`config.mk`:
```
export PLATFORM = sky130hd
export DESIGN_NAME = div_nr_seq
export DESIGN_NICKNAME = d
export VERILOG_FILES = /design/src/rtl/div_nr_pkg.sv /design/src/rtl/div_nr_step.sv /design/src/rtl/div_nr_seq.sv
export SDC_FILE = /design/constraint.sdc
export NUM_CORES = 1
export LEC_CHECK = 0
export ABC_CLOCK_PERIOD_IN_PS = 2600
export CORE_UTILIZATION = 30
export CTS_BUF_LIST = sky130_fd_sc_hd__clkbuf_2
export DETAILED_ROUTE_END_ITERATION = 8
export SLEW_MARGIN = 15
export SYNTH_ARGS = -nofsm -noshare
export SYNTH_HDL_FRONTEND = slang
export SYNTH_SLANG_ARGS = --single-unit
```
`constraint.sdc`:
```
create_clock -name clk -period 2.6 [get_ports clk]
set_input_delay 0.26 -clock clk [delete_from_list [all_inputs] [get_ports clk]]
set_output_delay 0.26 -clock clk [all_outputs]
set_load 0.02 [all_outputs]
```
`src/rtl/div_nr_pkg.sv`:
```
// rtl/div_nr_pkg.sv - shared state type, counter sizing and constants for div_nr_seq
package div_nr_pkg;

  typedef enum logic [1:0] {
    IDLE = 2'd0,
    ITER = 2'd1,
    FIX  = 2'd2
  } state_t;

  // Quotient reported on divide-by-zero; sliced to the operand width at use.
  localparam logic [63:0] DZ_QUOTIENT = '1;

  // Iteration counter must be able to hold the value WIDTH.
  function automatic int cnt_width(input int width);
    return $clog2(width + 1);
  endfunction

endpackage

```
`src/rtl/div_nr_step.sv`:
```
// rtl/div_nr_step.sv - one combinational non-restoring division iteration
module div_nr_step #(
  parameter int WIDTH = 8
) (
  input  logic [WIDTH:0]   a,
  input  logic [WIDTH-1:0] q,
  input  logic [WIDTH-1:0] m,
  output logic [WIDTH:0]   a_next,
  output logic [WIDTH-1:0] q_next
);

  logic [WIDTH:0] a_sh;

  // Shift {A,Q} left, then subtract M when A was non-negative or add it back when negative.
  always_comb begin
    a_sh = {a[WIDTH-1:0], q[WIDTH-1]};
    if (a[WIDTH]) begin
      a_next = a_sh + {1'b0, m};
    end else begin
      a_next = a_sh - {1'b0, m};
    end
    q_next = {q[WIDTH-2:0], ~a_next[WIDTH]};
  end

endmodule

```
`src/rtl/div_nr_seq.sv`:
```
// rtl/div_nr_seq.sv - sequential non-restoring divider; DIV_NR_SIGNED_EN enables signed operation
module div_nr_seq
  import div_nr_pkg::*;
#(
  parameter int WIDTH = 8
) (
  input  logic             clk,
  input  logic             reset,
  input  logic             start,
  input  logic             signed_op,
  input  logic [WIDTH-1:0] dividend,
  input  logic [WIDTH-1:0] divisor,
  output logic             busy,
  output logic             done,
  output logic [WIDTH-1:0] quotient,
  output logic [WIDTH-1:0] remainder,
  output logic             div_by_zero
);

  localparam int CW = cnt_width(WIDTH);

  state_t           state_q, state_d;
  logic             load, iter, fix, dz;
  logic [WIDTH:0]   a_q, a_step;
  logic [WIDTH-1:0] q_q, q_step, m_q;
  logic [CW-1:0]    cnt_q;
  logic [WIDTH-1:0] dd_mag, dv_mag, r_mag, q_res, r_res;

  // Final correction: a negative partial remainder gets M added back.
  assign r_mag = a_q[WIDTH] ? (a_q[WIDTH-1:0] + m_q) : a_q[WIDTH-1:0];

`ifdef DIV_NR_SIGNED_EN
  logic dd_neg, dv_neg, q_neg_q, r_neg_q;

  assign dd_neg = signed_op & dividend[WIDTH-1];
  assign dv_neg = signed_op & divisor[WIDTH-1];
  assign dd_mag = dd_neg ? -dividend : dividend;
  assign dv_mag = dv_neg ? -divisor : divisor;
  assign q_res  = q_neg_q ? -q_q : q_q;
  assign r_res  = r_neg_q ? -r_mag : r_mag;

  // Result signs captured with the operands: quotient negative on differing signs, remainder follows dividend.
  always_ff @(posedge clk or posedge reset) begin
    if (reset) begin
      q_neg_q <= 1'b0;
      r_neg_q <= 1'b0;
    end else if (load) begin
      q_neg_q <= dd_neg ^ dv_neg;
      r_neg_q <= dd_neg;
    end
  end
`else
  logic signed_op_unused;

  assign signed_op_unused = signed_op;
  assign dd_mag = dividend;
  assign dv_mag = divisor;
  assign q_res  = q_q;
  assign r_res  = r_mag;
`endif

  div_nr_step #(.WIDTH(WIDTH)) u_step (
    .a      (a_q),
    .q      (q_q),
    .m      (m_q),
    .a_next (a_step),
    .q_next (q_step)
  );

  // State register.
  always_ff @(posedge clk or posedge reset) begin
    if (reset) begin
      state_q <= IDLE;
    end else begin
      state_q <= state_d;
    end
  end

  // Next-state and datapath control decode.
  always_comb begin
    state_d = state_q;
    load    = 1'b0;
    dz      = 1'b0;
    iter    = 1'b0;
    fix     = 1'b0;
    case (state_q)
      IDLE: begin
        if (start) begin
          if (divisor == '0) begin
            dz = 1'b1;
          end else begin
            load    = 1'b1;
            state_d = ITER;
          end
        end
      end
      ITER: begin
        iter = 1'b1;
        if (cnt_q == CW'(WIDTH - 1)) begin
          state_d = FIX;
        end
      end
      FIX: begin
        fix     = 1'b1;
        state_d = IDLE;
      end
      default: state_d = IDLE;
    endcase
  end

  // Working registers: load magnitudes, then advance one quotient bit per ITER cycle.
  always_ff @(posedge clk or posedge reset) begin
    if (reset) begin
      a_q   <= '0;
      q_q   <= '0;
      m_q   <= '0;
      cnt_q <= '0;
    end else if (load) begin
      a_q   <= '0;
      q_q   <= dd_mag;
      m_q   <= dv_mag;
      cnt_q <= '0;
    end else if (iter) begin
      a_q   <= a_step;
      q_q   <= q_step;
      cnt_q <= cnt_q + 1'b1;
    end
  end

  // Visible outputs: results only change together with a done pulse.
  always_ff @(posedge clk or posedge reset) begin
    if (reset) begin
      busy        <= 1'b0;
      done        <= 1'b0;
      quotient    <= '0;
      remainder   <= '0;
      div_by_zero <= 1'b0;
    end else begin
      done <= dz | fix;
      if (load) begin
        busy <= 1'b1;
      end else if (fix) begin
        busy <= 1'b0;
      end
      if (dz) begin
        quotient    <= DZ_QUOTIENT[WIDTH-1:0];
        remainder   <= dividend;
        div_by_zero <= 1'b1;
      end else if (fix) begin
        quotient    <= q_res;
        remainder   <= r_res;
        div_by_zero <= 1'b0;
      end
    end
  end

endmodule

```
Yosys cells after proc, flatten, opt, wreduce, memory -nomap -nowiden --
Index checks and enable logic that the tools add are counted.
Storage, ports and cells: bits in registers 50, bits of input ports 20, output and inout port bits 19, logic and storage cells 55
Operators by class: $add $sub $neg 4, equality and inequality tests 6, mux-type cells 27, bitwise logic cells 2, reduce and logical (&&, ||, !) cells 6
Operators by type and width (count):
- 8-bit 2-to-1 mux | 7
- 9-bit 2-to-1 mux | 3
- 1-bit 2-to-1 mux | 11
- 9-bit by 8-bit adder with 9-bit output | 1
- 9-bit by 8-bit subtractor with 9-bit output | 1
- 8-bit adder | 1
- 8-bit zero test | 1
- 4-bit 2-to-1 mux | 2
- 2-bit 2-to-1 mux | 3
- 2-bit inequality test, second input constant | 3
- 2-bit nonzero test | 3
- 4-bit by 1-bit adder with 4-bit output, second input constant | 1
- 4-bit by 3-bit == test with 1-bit output, second input constant | 1
- 2-bit one-hot mux with 2 select lines | 1
- 3-bit AND reduction | 1
- 2-bit by 1-bit == test with 1-bit output, second input constant | 1
- 2-bit == test, second input constant | 1
- 2-bit zero test | 1
- 1-bit inverter | 1
- 1-bit bitwise OR | 1

Longest topological paths before layout --
Gate-level depths: netlist of run 1.
depth in word-level cells 5, mapped depth 10, gate-level depth less buffers 10

By module --
A second synthesis of run 1 with hierarchy kept.
Second synthesis, totals: cells, all modules 352, area, all modules 3116.7 µm²
Modules (own cells, without submodules):
- div_nr_seq | times used 1, cells an instance 273, area each 2507.4 µm², sequential area each 1251.2 µm²
- div_nr_step | times used 1, cells an instance 79, area each 609.3 µm², sequential area each 0.0 µm²

Worst setup path before layout of run 1 --
Ideal clock, no wire load.
path kind reg-to-reg, start reg m_q[1], end reg a_q[7], setup time 0.131 ns, arrival 2.270 ns, data required time 2.469 ns, setup slack 0.199 ns, stages on the path, launching flop included 10, path buffers 0, period minus slack after synthesis 2.401 ns, path through dfrtp_1 -> inv_1 -> ha_1 -> mux2_2 -> ha_1 -> a21o_1 -> a21o_1 -> a2111oi_1 -> or4_1 -> nand3_1
On the way: word-level cells in the longest chain between the ends 4, elaborated cells on any way between the ends 5, those cells by class add/sub: 2; mux: 3
Ends and longest elaborated chain:
- start, declared | RTL line div_nr_seq.sv:25 | logic [WIDTH-1:0] q_q, q_step, m_q;
- start signal, assigned | RTL line div_nr_seq.sv:121 | m_q <= dv_mag;
- 9-bit by 8-bit subtractor with 9-bit output or 9-bit by 8-bit adder with 9-bit output (tied branches) | RTL line div_nr_step.sv:20, div_nr_step.sv:18
- 9-bit 2-to-1 mux (*) | RTL line div_nr_step.sv:17 | if (a[WIDTH]) begin
- 9-bit 2-to-1 mux (*) | RTL line div_nr_seq.sv:123 | end else if (iter) begin
- 9-bit 2-to-1 mux (*) | RTL line div_nr_seq.sv:118 | end else if (load) begin
- end signal, assigned | RTL line div_nr_seq.sv:124 | a_q <= a_step;
- end, declared | RTL line div_nr_seq.sv:24 | logic [WIDTH:0] a_q, a_step;
Mark *: on every way between the ends. The rest lies on a longest branch, timed or not. The select of a mux whose other input is x is not followed. A chain may end at the register's enable or synchronous reset.

Worst setup path after layout of run 1 --
start reg m_q[2], end reg a_q[8]
The elaborated chain is that of the path after synthesis.

==> run summary, run 1 <==
Status = finished clean
Max-slew violations = 0
Tightest Hold Check Type = in -> reg
Mux share of post-synthesis cell area = 2.399%
Die ar. = 10490 µm²
Most numerous cell in the Yosys netlist = nand2_1
Crit path time final = 2479 ps
Met2 Usage GRT = 26.72%
Post-Route WL = 7471 µm
Max frequency = 403.4 MHz
RSZ-0062 raised after global routing = false
Drt drc = 0
Tot GR Track Use = 15.66%
Worst Path Arrival = 2870 ps
CTS tree = built
Slew @ Worst Pin = 606.9 ps
Syn_nets = 361
Share of layout cells above drive strength 1 = 10.54%
GRT Max-Usage Layer = met2
Nets@finish = 408
Initial core utilization = 30.95%
Post-Syn Instances = 322
Vias in the first global route = 2490
Largest cells by area after synthesis = dfrtp_1, ha_1, nand2_1, xor2_1, o21ai_1
Row count = 36
Compound-Gate Fraction of Synth Area = 18.73%
Max-cap violations = 0
Post-DR vias/cell = 5.097
Seq/Total Area, Yosys = 41.36%
Top Ports = 39
Setup WS post-layout = 121.0 ps
FF+latch count, synth = 50
Setup TNS = 0 ps
H-tree depth = 2
Placed cell count = 494
Synth cell count leaders = nand2_1, dfrtp_1, nor2_1
Die W = 102.4 µm
Synth area leader = dfrtp_1
XOR/XNOR share of the synthesized area = 4.053%
Synth async-reset ratio = 100.0%
Post-synth top flop = dfrtp_1
Worst Setup End Kind = flop
Fill count = 981
Syn Area/Cell = 9.396 µm²
Number of failing hold endpoints at the final stage = 0
Startpoint types = flop
Global placement routability congestion = 0.8787
Routed Antenna Nets = 0
Synth unique cells = 54
# setup viols final = 0
Leakage power = 1.623 nW
WP data required = 2990 ps
Synth warn = 0
Postcts setup bufs = 0
First-pass DRT Iterations = 5
N_diodes = 0
Congestion Overflow GR = 0
Synth top area share = 41.36%
PD cells = 1506 nW/µm²
HPWL Detailed = 5694 µm
Via count = 2564
Setup Skew = 34.41 ps
Maximum vdd drop = 0.0004640 V
Max-slew headroom = 59.54%
GRT met1 Usage = 19.80%
Chip height = 102.4 µm
Post-Synth Adder-Cell Area = 8.354%
CTS Buf Count = 5
Largest family of logic cells by synthesized area = simple AND/OR/NAND/NOR gates
Core Region = 9774 µm²
Largest net degree at the start of global routing = 21
Area share of and/or/nand/nor cells after synthesis = 20.97%
Clock slew at the register clock pins of the worst setup and hold paths = 310 ps
Clock sinks = 50
Critical path type = reg -> reg
Later-pin clock latency in the skew report = 470 ps
Max FO, Critical Path = 7
Final Non-Filler Cells = 503
Post-synth EDFFs = 0
Pre-CTS setup slack = 127.6 ps
Root buf cell = clkbuf_2
Area delta synth->final = 21.88%
First-pass GRT wire length = 12600 µm
Max Root-Sink Buffers = 2
Synthesized area = 3025 µm²
1st-iter DRT viols = 99
Port bufs = 37
Initial antenna violation count = 0
Wirelength per Cell = 14.85 µm
Final period utilization = 95.35%
GR Util met3 = 2.736%
worst paths after layout:
kind	start	slack [ps]	cells past startpoint	to
setup / recovery	m_q[2]	120	8	a_q[8]
hold / removal	dividend[5]	350	3	q_q[5]
setup reg to reg	m_q[2]	120	8	a_q[8]
hold reg to reg	busy	520	2	busy
max in group asynchronous	reset	1450	4	a_q[3]
min in group asynchronous	reset	540	3	quotient[6]
worst max-delay path, cell delays in order, from the launching register on:
cell and delay [ps]:
dfrtp_1 570, nor4_4 380, a21oi_1 130, xor2_1 160, ha_1 340, a21o_1 190
a221oi_2 310, xnor2_1 150, o21a_1 180
through the flow:
stage	power (mW)	area [µm²]	hold slack, ps	utilization [%]
6_report	5.552	3687	353.5	37.72
3_3_place_gp	5.083	3610	462.9	36.93
4_1_cts	5.546	3674	338.9	37.58
5_1_grt	6.080	3687	320.8	37.72
3_5_place_dp	5.158	3610	469.4	36.93
2_1_floorplan	4.094	3025	365.4	-
timing repair:
| action | CTS | global route |
|---|---|---|
| endpoints found under the hold margin | 5 | 0 |
| gates resized for setup | 0 | 2 |
| endpoints found under the setup margin | 0 | 3 |
| hold buffers | 1 | 0 |
power breakdown:
part           internal [mW]  total, mW  switching, mW
combinational           1.73       3.61           1.88
clock                 0.0802      0.369          0.289
sequential              1.17       1.57          0.399
total                   2.98       5.55           2.57
cell families (layout without fill, tap and decap cells):
family,Yosys count,count (layout)
simple gates,125,125
compound gates,79,79
flops,50,50
buf+inv,28,76
fa+ha+maj,19,19
xor+xnor,14,14
mux,7,7
sequential cells by signal, indices dropped and copies added (netlist names):
register,count
div_by_zero,1
done,1
quotient,8
q_q,8
remainder,8
m_q,8
a_q,9
busy,1
cnt_q,4
state_q,2
layout by cell type (no fill, tap or decap), types with 7 or more instances in the layout:
cell type        Yosys  routed
nand2_1             55      55
dfrtp_1             50      50
clkdlybuf4s50_1      0      37
nor2_1              18      18
ha_1                17      17
buf_4                1      16
o21ai_1             14      14
nand3_1             13      13
inv_1               13      12
a21oi_1             10      10
xor2_1              10      10
o22a_1               8       8
nor3_1               8       8
a31oi_1              7       7
final cells by class:
class	instances	area (µm²)	area share (%)
inverter	14	52.55	1.425
multi-input combinational	244	1663	45.10
sequential	50	1251	33.93
clock buffer	5	25.02	0.6787
timing repair buffer	54	500.5	13.57
tap	133	166.4	4.513
clock inverter	3	28.78	0.7805
per-layer routing:
metal | share of wire [%] | wire [µm] | vias up
li1 | - | - | 1253
met5 | 0 | 0 | -
met1 | 45 | 3392 | 1250
met2 | 49 | 3633 | 47
met4 | 2.7 | 198 | 0
met3 | 3.3 | 247 | 14
No activity file was read; power rests on OpenSTA's default activity.
==> run 2, diff against run 1 <==
- CORE_UTILIZATION: 30 -> 57
- PLACE_DENSITY: default -> 0.87
- RECOVER_POWER: default -> 50
==> run 2 against run 1 <==
  * Clock power up 18%
  * Critical path depth increased by 1
  * Register-to-register slack is essentially flat
  * Sequential share of layout area grew 1.1 points
  * Global-route usage grew 13 points
  * Clock-buffer cell count unchanged
  * Cell count is 13% lower
  * Utilization increased by 32 points
  * Largest cell class unchanged
==> run summary, run 2 (same netlist as run 1, synthesis figures left out) <==
Pre-CTS setup slack = 108.8 ps (was 127.6 ps)
Clock sinks = 50 (unchanged)
Smallest hold slack = 366.9 ps (was 353.5 ps)
Congestion Overflow GR = 0 (unchanged)
Most used cells in the layout excluding fill and tap cells = nand2_1, dfrtp_1, clkdlybuf4s50_1 (unchanged)
Cell chain of the critical path = nor3_1, a31oi_1, xor2_1, ha_1, a21o_1, a21o_1, a221oi_2, xnor2_1, o21a_1 (was nor4_4, a21oi_1, xor2_1, ha_1, a21o_1, a221oi_2, xnor2_1, o21a_1)
Max-slew violations = 0 (unchanged)
Clk pwr share = 7.6% (was 6.7%)
# setup viols final = 0 (unchanged)
CTS Buf Count = 5 (unchanged)
Slew @ Worst Pin = 1409 ps (was 606.9 ps)
First-pass DRT Iterations = 4 (was 5)
First-pass GRT wire length = 12010 µm (was 12600 µm)
Setup Skew = 32.61 ps (was 34.41 ps)
Port bufs = 37 (unchanged)
HPWL Detailed = 5649 µm (was 5694 µm)
Worst r2r src = m_q[3] (was m_q[2])
Postcts setup bufs = 0 (unchanged)
Row count = 26 (was 36)
Post-DR vias/cell = 6.066 (was 5.097)
Wirelength per Cell = 17.17 µm (was 14.85 µm)
Flop pwr share = 27.8% (was 28.2%)
Sw Ratio = 46.77% (was 46.32%)
Top cell by count, worst path = a21o_1
Chip height = 74.86 µm (was 102.4 µm)
Reg2Reg Capture Point = a_q[8] (unchanged)
Die W = 74.86 µm (was 102.4 µm)
Max frequency = 401.0 MHz (was 403.4 MHz)
Post-Route WL = 7504 µm (was 7471 µm)
N_diodes = 0 (unchanged)
Met2 Usage GRT = 47.45% (was 26.72%)
Largest reg by FF count = a_q (unchanged)
Setup WS post-layout = 106.4 ps (was 121.0 ps)
Hold depth = 3 (unchanged)
Worst Setup End Kind = flop (unchanged)
Status = finished clean (unchanged)
Top Ports = 39 (unchanged)
Final std cell area, no fill = 3585 µm² (was 3687 µm²)
Root buf cell = clkbuf_2 (unchanged)
Core Region = 5107 µm² (was 9774 µm²)
Combinational Power Share = 64.6% (was 65.1%)
Sw power = 2.681 mW (was 2.571 mW)
Initial core utilization = 59.24% (was 30.95%)
Tightest Hold Check Type = in -> reg (unchanged)
Most common cell after layout, fill and taps aside = nand2_1 (unchanged)
Critical Path Slowest Stage Cell = dfrtp_2 (was dfrtp_1)
Setup slack, reg-to-reg = 110 ps (was 120 ps)
Largest net degree at the start of global routing = 28 (was 21)
Global placement routability congestion = 0.9316 (was 0.8787)
Area delta synth->final = 18.49% (was 21.88%)
Critical path type = reg -> reg (unchanged)
Hold_buf cts = 0 (was 1)
Register-to-Register Path Depth = 9 (was 8)
Leakage power = 1.604 nW (was 1.623 nW)
Maximum vdd drop = 0.001020 V (was 0.0004640 V)
Tot GR Track Use = 29.02% (was 15.66%)
Max FO, Critical Path = 7 (unchanged)
GRT met1 Usage = 36.37% (was 19.80%)
CTS resizes = 0 (unchanged)
Max-cap violations = 0 (unchanged)
H-tree depth = 2 (unchanged)
Hold Path Origin = divisor[3] (was dividend[5])
1st-iter DRT viols = 212 (was 99)
Drt drc = 0 (unchanged)
Worst Path Arrival = 2860 ps (was 2870 ps)
Final period utilization = 95.91% (was 95.35%)
Via count = 2651 (was 2564)
Largest register FFs = 9 (unchanged)
Die ar. = 5603 µm² (was 10490 µm²)
Later-pin clock latency in the skew report = 450 ps (was 470 ps)
Max-slew headroom = 6.088% (was 59.54%)
Routed Antenna Nets = 0 (unchanged)
Vias in the first global route = 2521 (was 2490)
Share of layout cells above drive strength 1 = 9.809% (was 10.54%)
Crit-path max cell delay = 530 ps (was 570 ps)
WP data required = 2970 ps (was 2990 ps)
Int Power = 3.052 mW (was 2.980 mW)
Crit path time final = 2494 ps (was 2479 ps)
RSZ-0062 raised after global routing = true (was false)
GRT Max-Usage Layer = met2 (unchanged)
Initial antenna violation count = 0 (unchanged)
Nets@finish = 405 (was 408)
PD cells = 1599 nW/µm² (was 1506 nW/µm²)
Startpoint types = flop (unchanged)
Worst hold path endpoint = m_q[3] (was q_q[5])
Max Root-Sink Buffers = 2 (unchanged)
Number of failing hold endpoints at the final stage = 0 (unchanged)
CTS tree = built (unchanged)
Placed cell area = 3528 µm² (was 3610 µm²)
Clock slew at the register clock pins of the worst setup and hold paths = 260 ps (was 310 ps)
Setup TNS = 0 ps (unchanged)
GR Util met3 = 6.426% (was 2.736%)
## run 2: power groups by stage
stage	logic [mW]	registers, mW	clock network (mW)
global placement	3.40	1.56	0
detailed placement	3.55	1.58	0
finish	3.71	1.59	0.436
floorplan	2.47	1.63	0
global route	4.07	1.64	0.473
CTS	3.60	1.56	0.443
## run 2: worst max-delay path by stage
stage	cells past startpoint	endpoint	start	slack [ps]
6_report	9	a_q[8]	m_q[3]	110
2_1_floorplan	9	a_q[7]	m_q[1]	200
3_5_place_dp	9	a_q[7]	m_q[0]	110
3_3_place_gp	9	a_q[7]	m_q[0]	160
4_1_cts	9	a_q[7]	m_q[0]	90
5_1_grt	10	a_q[8]	m_q[0]	-30
## run 2: worst max-delay path: cells and delay by family, from the launching register on
kind	cells	cell delay, ps
compound gates	5	1020
flops	1	530
fa+ha+maj	1	380
xor+xnor	2	330
simple gates	1	190
## run 2: per-layer routing
metal  part of all wire [%]  routed length, µm
met1                     41               3057
met2                     49               3676
met3                    6.2                465
met4                    4.1                305
met5                      0                  0
## run 2: final cells by class
| class | count | area (µm²) |
|---|---|---|
| multi-input cells | 244 | 1653 |
| fillers | 380 | 1523 |
| flip-flops and latches | 50 | 1255 |
| repair buffers | 51 | 464.2 |
| well taps | 70 | 87.58 |
| inverters | 14 | 52.55 |
| clock inverters | 3 | 47.55 |
| clock buffers | 5 | 25.02 |
## run 2: stage by stage
step | util [%] | std cells | power, mW
5_1_grt | 70.19 | 437 | 6.177
3_5_place_dp | 69.08 | 429 | 5.134
4_1_cts | 70.50 | 437 | 5.603
3_3_place_gp | 69.08 | 429 | 4.962
6_report | 70.19 | 437 | 5.733
2_1_floorplan | - | 322 | 4.094
==> run 3, diff against run 2 <==
- RECOVER_POWER: 50 -> default
- SKIP_CTS_REPAIR_TIMING: default -> 1
==> run 3 against run 2 <==
  * Clock-buffer cell count stayed put
  * Worst setup slack worse by 13 ps
  * Clock power hardly changed
  * Utilization is 0.76 points higher
  * Worst hold slack worse by 250 ps
  * First-iteration DRC count is 2.4% higher
  * Combinational power hardly changed
  * Cell count stayed put
  * Critical path depth stayed put
  * Flip-flop and latch count stayed put
  * Power is 0.10% higher
  * Sequential share of layout area is 0.37 points lower
==> run summary, run 3 (same netlist as run 1, synthesis figures left out) <==
Max-slew headroom = 54.86% (was 6.088%)
Status = finished clean (unchanged)
Port bufs = 37 (unchanged)
Final Non-Filler Cells = 437 (unchanged)
PD cells = 1584 nW/µm² (was 1599 nW/µm²)
RSZ-0062 raised after global routing = true (unchanged)
Largest reg by FF count = a_q (unchanged)
Vias in the first global route = 2521 (unchanged)
Area delta synth->final = 19.77% (was 18.49%)
Tot GR Track Use = 29.02% (unchanged)
Critical path type = reg -> reg (unchanged)
Drt drc = 0 (unchanged)
CTS Buf Count = 5 (unchanged)
Crit path to = a_q[8] (unchanged)
Share of layout cells above drive strength 1 = 11.17% (was 9.809%)
Maximum vdd drop = 0.001019 V (was 0.001020 V)
Later-pin clock latency in the skew report = 450 ps (about the same)
Number of failing hold endpoints at the final stage = 0 (unchanged)
Die ar. = 5603 µm² (unchanged)
Post-DR vias/cell = 6.066 (unchanged)
WP data required = 2970 ps (about the same)
Worst r2r src = m_q[3] (unchanged)
Fill count = 373 (was 380)
Startpoint types = flop (unchanged)
Leakage power = 1.620 nW (was 1.604 nW)
Crit. Startpoint = m_q[3] (unchanged)
Worst Setup End Kind = flop (unchanged)
1st-iter DRT viols = 217 (was 212)
Clock slew at the register clock pins of the worst setup and hold paths = 290 ps (was 260 ps)
Crit path time final = 2507 ps (was 2494 ps)
Max-cap violations = 0 (unchanged)
Root buf cell = clkbuf_2 (unchanged)
Max FO, Critical Path = 7 (unchanged)
Final period utilization = 96.42% (was 95.91%)
Routed Antenna Nets = 0 (unchanged)
Setup slack, reg-to-reg = 90 ps (was 110 ps)
Row count = 26 (unchanged)
Top Ports = 39 (unchanged)
Final std cell area, no fill = 3623 µm² (was 3585 µm²)
Max frequency = 398.9 MHz (was 401.0 MHz)
Largest register FFs = 9 (unchanged)
Tot Pwr = 5.739 mW (was 5.733 mW)
Max-slew violations = 0 (unchanged)
Largest net degree at the start of global routing = 28 (unchanged)
H-tree depth = 2 (unchanged)
Core Region = 5107 µm² (unchanged)
Max Root-Sink Buffers = 2 (unchanged)
Worst Path Arrival = 2880 ps (was 2860 ps)
Most used cells in the layout excluding fill and tap cells = nand2_1, dfrtp_1, clkdlybuf4s50_1 (unchanged)
Nets@finish = 405 (unchanged)
Register-to-Register Path Depth = 9 (unchanged)
Setup Skew = 32.13 ps (was 32.61 ps)
Setup TNS = 0 ps (unchanged)
Footprint of the multi-input gates = 1668 µm² (was 1653 µm²)
HPWL Detailed = 5649 µm (unchanged)
Placed cell count = 429 (unchanged)
Most common cell after layout, fill and taps aside = nand2_1 (unchanged)
Die W = 74.86 µm (unchanged)
CTS tree = built (unchanged)
N_diodes = 0 (unchanged)
Slew @ Worst Pin = 677.1 ps (was 1409 ps)
First-pass DRT Iterations = 4 (unchanged)
Congestion Overflow GR = 0 (unchanged)
Flip-flop and latch area = 1255 µm² (unchanged)
Placed cell area = 3528 µm² (unchanged)
Reg2Reg Capture Point = a_q[8] (unchanged)
First-pass GRT wire length = 12010 µm (unchanged)
Chip height = 74.86 µm (unchanged)
# setup viols final = 0 (unchanged)
Tightest Hold Check Type = in -> async (was in -> reg)
Initial core utilization = 59.24% (unchanged)
Smallest hold slack = 116.3 ps (was 366.9 ps)
Via count = 2651 (unchanged)
Post-Route WL = 7464 µm (was 7504 µm)
Clock sinks = 50 (unchanged)
Wirelength per Cell = 17.08 µm (was 17.17 µm)
Initial antenna violation count = 0 (unchanged)
Global placement routability congestion = 0.9316 (unchanged)
[run 3: cell count changes in the layout (fill, tap and decap cells not counted)]
cell / before / now
buf_4: 11 / 13
clkbuf_1: 3 / 0
nor4_1: 1 / 0
buf_12: 0 / 1
inv_2: 1 / 2
dlygate4sd3_1: 2 / 0
nor4_4: 2 / 3
clkdlybuf4s50_1: 35 / 37
inv_1: 13 / 12
[run 3: through the flow]
| stage | worst slack (ps) | util, % |
|---|---|---|
| floorplan | 199.2 | - |
| CTS | 88.80 | 70.50 |
| global placement | 159.7 | 69.08 |
| finish | 93.08 | 70.95 |
| global route | -30.43 | 70.95 |
| detailed placement | 108.8 | 69.08 |
[run 3: critical path: stages (launching register included)]
cell and delay (ps):
dfrtp_2 530, nor3_1 190, a31oi_1 110, xor2_1 160, ha_1 370, a21o_1 210
a21o_1 180, a221oi_2 320, xnor2_1 170, o21a_1 200
[run 3: routing by layer]
metal	wire, µm	up-vias	GRT usage (%)
met1	2955	1256	36.37
li1	-	1242	-
met5	0	-	0
met3	494	38	6.426
met4	384	0	14.47
met2	3630	115	47.45
[run 3: where the power goes]
part	switching, mW	leakage, nW	internal (mW)	total [mW]
logic	2.00	0.981	1.72	3.72
registers	0.414	0.596	1.17	1.59
clock network	0.266	0.0436	0.168	0.434
[run 3: how the worst min path moves through the flow]
stage,startpoint,to,slack (ps),depth (start not counted)
finish,reset,remainder[7],120,2
global route,reset,remainder[7],140,2
CTS,reset,remainder[7],130,2
detailed placement,div_by_zero,div_by_zero,480,2
global placement,div_by_zero,div_by_zero,460,2
floorplan,divisor[3],m_q[3],370,2
[run 3: layout make-up]
class | count | share of cell area (%)
multi-input combinational | 244 | 46.03
sequential | 50 | 34.63
timing repair buffer | 51 | 13.47
tap | 70 | 2.417
inverter | 14 | 1.450
clock inverter | 3 | 1.312
clock buffer | 5 | 0.6906
